## src/rtl/mem_arb_pkg.sv

```systemverilog
// Shared types for the memory port arbiter.
// State encoding and requester port numbers.
package mem_arb_pkg;

    typedef enum logic [1:0] {
        IDLE   = 2'd0,
        ACCESS = 2'd1,
        WAIT   = 2'd2,
        DONE   = 2'd3
    } arb_state_t;

    localparam logic PORT_CPU = 1'b0;
    localparam logic PORT_AUX = 1'b1;

endpackage

```

## src/rtl/mem_port_arbiter.sv

```systemverilog
// Round-robin sequencer for the single memory port.
// Serves CPU (port 0) and aux loader (port 1).
module mem_port_arbiter
    import mem_arb_pkg::*;
#(
    parameter int ADDR_W   = 32,
    parameter int DATA_W   = 32,
    parameter int READ_LAT = 1
) (
    input  logic              clock,
    input  logic              reset,
    input  logic              req0,
    input  logic              req1,
    input  logic              wr0,
    input  logic              wr1,
    input  logic [ADDR_W-1:0] addr0,
    input  logic [ADDR_W-1:0] addr1,
    input  logic [DATA_W-1:0] wdata0,
    input  logic [DATA_W-1:0] wdata1,
    output logic              ack0,
    output logic              ack1,
    output logic [DATA_W-1:0] rdata,
    output logic [1:0]        gnt,
    output logic              busy,
    output logic [ADDR_W-1:0] mem_addr,
    output logic              mem_wr,
    output logic [DATA_W-1:0] mem_din,
    input  logic [DATA_W-1:0] mem_dout
);

    localparam logic [2:0] LAT_M1 = 3'(READ_LAT - 1);

    arb_state_t        r_state;
    logic              r_own;
    logic              r_last;
    logic              r_wr;
    logic [1:0]        r_gnt;
    logic [2:0]        r_cnt;
    logic [ADDR_W-1:0] r_addr;
    logic [DATA_W-1:0] r_din;
    logic [DATA_W-1:0] r_rdata;
    logic              w_win;

    // Winner: a lone requester, else whoever was not served last.
    always_comb begin
        w_win = PORT_CPU;
        if (req0 && req1) begin
            w_win = ~r_last;
        end else if (req1) begin
            w_win = PORT_AUX;
        end
    end

    // Transaction sequencing: grant, access, read wait, completion.
    always_ff @(posedge clock or negedge reset) begin
        if (!reset) begin
            r_state <= IDLE;
            r_own   <= PORT_CPU;
            r_last  <= PORT_AUX;
            r_wr    <= 1'b0;
            r_gnt   <= 2'b00;
            r_cnt   <= 3'd0;
            r_addr  <= '0;
            r_din   <= '0;
            r_rdata <= '0;
        end else begin
            unique case (r_state)
                IDLE: begin
                    if (req0 || req1) begin
                        r_state <= ACCESS;
                        r_own   <= w_win;
                        r_last  <= w_win;
                        r_gnt   <= (w_win == PORT_AUX) ? 2'b10 : 2'b01;
                        r_wr    <= (w_win == PORT_AUX) ? wr1 : wr0;
                        r_addr  <= (w_win == PORT_AUX) ? addr1 : addr0;
                        r_din   <= (w_win == PORT_AUX) ? wdata1 : wdata0;
                    end
                end
                ACCESS: begin
                    if (r_wr) begin
                        r_state <= DONE;
                    end else if (READ_LAT == 1) begin
                        r_rdata <= mem_dout;
                        r_state <= DONE;
                    end else begin
                        r_cnt   <= LAT_M1;
                        r_state <= WAIT;
                    end
                end
                WAIT: begin
                    r_cnt <= r_cnt - 3'd1;
                    if (r_cnt == 3'd1) begin
                        r_rdata <= mem_dout;
                        r_state <= DONE;
                    end
                end
                DONE: begin
                    r_gnt   <= 2'b00;
                    r_state <= IDLE;
                end
                default: r_state <= IDLE;
            endcase
        end
    end

    assign busy     = (r_state != IDLE);
    assign mem_wr   = (r_state == ACCESS) && r_wr;
    assign ack0     = (r_state == DONE) && (r_own == PORT_CPU);
    assign ack1     = (r_state == DONE) && (r_own == PORT_AUX);
    assign gnt      = r_gnt;
    assign mem_addr = r_addr;
    assign mem_din  = r_din;
    assign rdata    = r_rdata;

endmodule

```

## config.mk

```make
export PLATFORM = sky130hd
export DESIGN_NAME = mem_port_arbiter
export DESIGN_NICKNAME = d
export VERILOG_FILES = /design/src/rtl/mem_arb_pkg.sv /design/src/rtl/mem_port_arbiter.sv
export SDC_FILE = /design/constraint.sdc
export NUM_CORES = 1
export LEC_CHECK = 0
export ABC_CLOCK_PERIOD_IN_PS = 2100
export BUFFER_PORTS_ARGS = -buffer_cell sky130_fd_sc_hd__buf_2
export CAP_MARGIN = 20
export CORE_ASPECT_RATIO = 2
export CORE_MARGIN = 2
export CORE_UTILIZATION = 44
export DETAILED_ROUTE_END_ITERATION = 10
export GPL_TIMING_DRIVEN = 0
export PLACE_DENSITY = 0.88
export SLEW_MARGIN = 20
export SYNTH_ARGS = -nofsm -noshare
export SYNTH_HDL_FRONTEND = slang
export SYNTH_SLANG_ARGS = --single-unit
```

## constraint.sdc

```tcl
create_clock -name clock -period 2.1 [get_ports clock]
set_input_delay 0.315 -clock clock [delete_from_list [all_inputs] [get_ports clock]]
set_output_delay 0.315 -clock clock [all_outputs]
set_load 0.02 [all_outputs]
```

# Word-level counts from Yosys, hierarchy flattened
# Index checks and enable logic that the tools add are counted.
[word_totals] ramBits=0 mem_count=0 mem_bits_ro=0 latch_bits=0 wordCells=46 regBits=106
[op_classes] bitwise_logic=2 multipliers=0 shift=0 addsub=1 n_lt_le_gt_ge=0 n_div=0 reduce_logical=13 eq_ne=7 n_mux=14
[ops] cell="$mux W32" count=4
[ops] cell="$pmux W32 S2" count=1
[ops] cell="$mux W2" count=4
[ops] cell="$pmux W2 S4" count=1
[ops] cell="$ne A2 B2 Y1 const B" count=3
[ops] cell="$reduce_and A2 Y1" count=3
[ops] cell="$reduce_bool A2 Y1" count=3
[ops] cell="$eq A2 B2 Y1 const B" count=2
[ops] cell="$logic_and A1 B1 Y1" count=4
[ops] cell="$pmux W2 S2" count=1
[ops] cell="$eq A3 B1 Y1 const B" count=1
[ops] cell="$mux W1" count=3
[ops] cell="$reduce_and A3 Y1" count=1
[ops] cell="$sub A3 B1 Y3 const B" count=1
[ops] cell="$eq A2 B1 Y1 const B" count=1
[ops] cell="$logic_not A2 Y1" count=1
[ops] cell="$not A1 Y1" count=2
[ops] cell="$logic_or A1 B1 Y1" count=1

# Depth between registers and ports, before layout
[logic_depth] depth_word=5 ltp_mapped=7 depth_no_buf=5

# Least setup slack after synthesis
# No wires, ideal clock.
[synth_timing] kind="register to register" startpoint="register r_state[1]" endpoint="register r_rdata[2], in the netlist rdata[2]" setup_time_ps=125 path_stages_with_launch=7 path_buffers=1 arrival_ps=1674 setup_slack_ps=301 period_less_slack_ps=1799 path_cell_list="dfrtp_1 inv_1 ha_1 and2_1 a211oi_4 buf_6 mux2_2"
[synth_between] elab_chain_cells=3
[synth_lines] element="from (decl)" line_no="mem_port_arbiter.sv:33" text="arb_state_t r_state;"
[synth_lines] element="from (signal assigned)" line_no="mem_port_arbiter.sv:57" text="r_state <= IDLE;"
[synth_lines] element="from (signal assigned)" line_no="mem_port_arbiter.sv:70" text="r_state <= ACCESS;"
[synth_lines] element="from (signal assigned)" line_no="mem_port_arbiter.sv:81" text="r_state <= DONE;"
[synth_lines] element="$eq A2 B2 Y1 / $eq A2 B1 Y1 (equally long branches)" line_no="mem_port_arbiter.sv:67" text="unique case (r_state)"
[synth_lines] element="$ne A2 B2 Y1 (no line) / $reduce_bool A2 Y1 (equally long branches)"
[synth_lines] element="$reduce_and A3 Y1 (no line)"
[synth_lines] element="to (signal assigned)" line_no="mem_port_arbiter.sv:83" text="r_rdata <= mem_dout;"
[synth_lines] element="to (signal assigned)" line_no="mem_port_arbiter.sv:93" text="r_rdata <= mem_dout;"
[synth_lines] element="to (decl)" line_no="mem_port_arbiter.sv:41" text="logic [DATA_W-1:0] r_rdata;"
# Several ways; a longest one is shown, not always the timed one.
# A chain may end at the register's enable or synchronous reset.

# Worst setup path in the final report
[layout_timing] startpoint="register r_state[0]" endpoint="output port busy"
[layout_between] elab_chain_cells=1
[layout_lines] element="$reduce_bool A2 Y1" line_no="mem_port_arbiter.sv:106" text="assign busy = (r_state != IDLE);"
[layout_lines] element="to (decl)" line_no="mem_port_arbiter.sv:24" text="output logic busy,"
# No other way between the ends.

==> impl_results.md <==
- Status: finished clean
- Vias in the first global route: 4,280
- Filler cells: 913
- Unrepaired setup endpoints after global routing: false
- WHS Path Cells: 2
- Chip width: 77.0 microns
- Final worst clock skew: 0.0105 ns
- Mapped cell area: 4690 sq um
- Prevailing post-synth register cell: dfrtp_1
- Via count: 4,396
- P_leak: 3.40 nW
- Top area cells in the synthesized netlist: dfrtp_1 56%, a21oi_1 11%, mux2_2 6.0%, nor2_1 4.3%, nand2_1 4.2%
- Port Buffers: 266
- Row count: 53
- Initial antenna violation count: 1
- Number of DRC markers in iteration 0: 120
- CTS clk-pin slew, worst paths: 0.08 ns
- R2R depth: 7
- Synth cell count leaders: 105 x dfrtp_1, 103 x a21oi_1, 54 x nor2_1, 53 x nand2_1, 25 x mux2_2
- Crit-path max FO: 10
- RePlAce Congestion: 0.876
- HP Start: mem_dout[29]
- Minimum hold slack: 0.191 ns
- Synth area leader: dfrtp_1
- Final slew viol count: 0
- Placed wire-length estimate: 10,800 microns
- DR DRC count: 0
- Layout area overhead: 40.0%
- Ys async rst share: 1.00
- Worst-Margin Slew: 0.476 ns
- Post-Syn Nets: 620
- Vias per cell: 5.05
- Synth top area share: 0.560
- Final hold vios: 0
- CP peak stage delay: 0.42 ns
- Final ANT Viol Nets: 0
- Distinct cells, synth: 32
- Worst relative slew slack: 0.683
- Synthesized area per cell: 10.5 sq um
- Worst R2R Start: r_state[1]$_DFFE_PN0P_
- Drt first pass iters: 4
- Hold Crit Class: in2reg
- Core area: 10,500 sq um
- Global route overflow: 0
- Fmax: 0.497 GHz
- Fin crit period: 2.01 ns
- Most frequent cell after synthesis: dfrtp_1
- Syn. warnings: 0
- Total track usage: 0.232
- Worst path cell trace: inv_1, ha_1, buf_2, inv_1, buf_2
- CP Launch Type: register
- FF+latch count, synth: 106
- Die Area: 11,600 sq um
- Final Util: 0.627
- Largest net degree at the start of global routing: 58
- Root Buffer: clkbuf_16
- Final period util: 0.958
- Nets@finish: 901
- Worst reg-to-reg setup slack: 0.21 ns
- PD cells: 1640 nW/um^2
- Clock buffer depth: 2
- Crit path DAT: 1.70 ns
- Final setup vio count: 0
- WL/cell: 15.7 microns
- Post-synth EDFFs: 0
- Seq/Total Area, Yosys: 0.565
- VDD IR max: 0.000811 V
- Synthesized instance count: 447
- Clock latency on the worst-skew pair: 0.34 ns
- Detailed Route WL: 13,700 microns
- Initial Util: 0.448
- Fraction of layout cells with a size suffix above 1: 0.468
- Setup Crit Path Kind: reg2out
- H-tree depth: 3
- CTS tree: yes
- Reg2reg end: rdata[2]$_DFFE_PN0P_
- Clock buffer count from CTS: 9
- Global-route wire length before repair: 21,100 microns
- Setup crit end kind: primary output
- Buf/Inv on CP: 4
- Critical-path top delay cell: dfrtp_1
- Critical Path Source: r_state[0]$_DFFE_PN0P_
- Power, Total: 10.8 mW
- # IOs: 268
- Die Y-Extent: 150 microns
- MaxCap Viol Count: 0
- Required time of the worst setup path: 1.78 ns
- Delay-heaviest family, CP: buffers and inverters
- Hold EP: rdata[29]$_DFFE_PN0P_
- CTS sink cnt: 106
[power breakdown]
part	leakage [nW]	internal (mW)	switching (mW)
registers	1.22	3.10	0.521
clock network	0.146	0.948	0.791
logic	2.03	2.20	3.20
total	3.40	6.25	4.51
[logic make-up (layout without fill, tap and decap cells)]
group | count (synthesis) | in the layout | share of synthesized area
and+or+nand+nor | 127 | 127 | 0.114
adders and majority gates | 7 | 7 | 0.0187
DFF | 106 | 106 | 0.565
other | 0 | 1 | 0
buffers and inverters | 40 | 326 | 0.0501
xor gates and xnor gates | 2 | 2 | 0.00373
AOI/OAI and AO/OA | 128 | 128 | 0.160
muxes | 37 | 37 | 0.0877
[cells in the final DEF (no fill, tap or decap), types with 2 or more instances in the layout]
master	synthesis	final
buf_2	14	280
dfrtp_1	105	105
a21oi_1	103	103
nor2_1	54	54
nand2_1	53	53
mux2_2	25	25
and3_1	14	14
a221o_1	14	14
buf_6	8	9
clkbuf_16	0	9
clkbuf_1	10	8
mux2_1	8	8
ha_1	7	7
inv_1	6	6
buf_4	2	4
mux2i_1	4	4
and2_1	2	2
a31oi_1	2	2
o21ai_0	2	2
clkinvlp_4	0	2
inv_8	0	2
[worst max path at each step]
stage                                        end  slack, ns  cells after the start
after floorplan             rdata[2]$_DFFE_PN0P_       0.30                      6
after global placement    mem_din[5]$_DFFE_PN0P_      -0.48                      1
after detailed placement    rdata[3]$_DFFE_PN0P_       0.08                      7
after CTS                                   busy       0.05                      5
after global routing                        busy      0.009                      5
final                                       busy       0.09                      5
[stage by stage]
stage	setup TNS, ns	instance area (sq um)	setup WS [ns]	cells
after floorplan	0	4690	0.301	447
after global placement	-49.88	6200	-0.485	850
after detailed placement	0	6230	0.0770	851
after CTS	0	6550	0.0532	868
after global routing	0	6570	0.00863	871
final	0	6570	0.0874	871
[area by class of cell]
| class | instances | area, sq um | share of cell area |
|---|---|---|---|
| multi-input cells | 301 | 1800 | 0.275 |
| plain buffers | 34 | 215 | 0.0328 |
| clock inverters | 7 | 85.1 | 0.0129 |
| repair buffers | 270 | 1390 | 0.212 |
| flip-flops and latches | 106 | 2650 | 0.404 |
| well taps | 137 | 171 | 0.0261 |
| diodes | 1 | 2.50 | 0.000381 |
| clock buffers | 9 | 225 | 0.0343 |
| inverters | 6 | 22.5 | 0.00343 |
[timing repair]
item | CTS | global route
setup endpoints to repair | 1 | 7
setup buffers | 0 | 2
hold buffers | 1 | 0
pin swaps | 0 | 1
gates resized for setup | 1 | 3
endpoints found under the hold margin | 48 | 0
[per-layer routing]
metal | wire (microns) | global-route usage | share of wire | vias to the layer above
li1 | - | - | - | 2103
met1 | 5000 | 0.256 | 0.37 | 2085
met2 | 7630 | 0.435 | 0.56 | 182
met3 | 666 | 0.0404 | 0.049 | 26
met4 | 375 | 0.0964 | 0.027 | 0
met5 | 0 | 0 | 0 | -
[registers in the layout (all words and copies together) (netlist names)]
name / flops
gnt: 2
mem_addr: 32
mem_din: 32
r_cnt: 3
r_last: 1
r_own: 1
r_state: 2
r_wr: 1
rdata: 32
No activity file was read; power rests on OpenSTA's default activity.
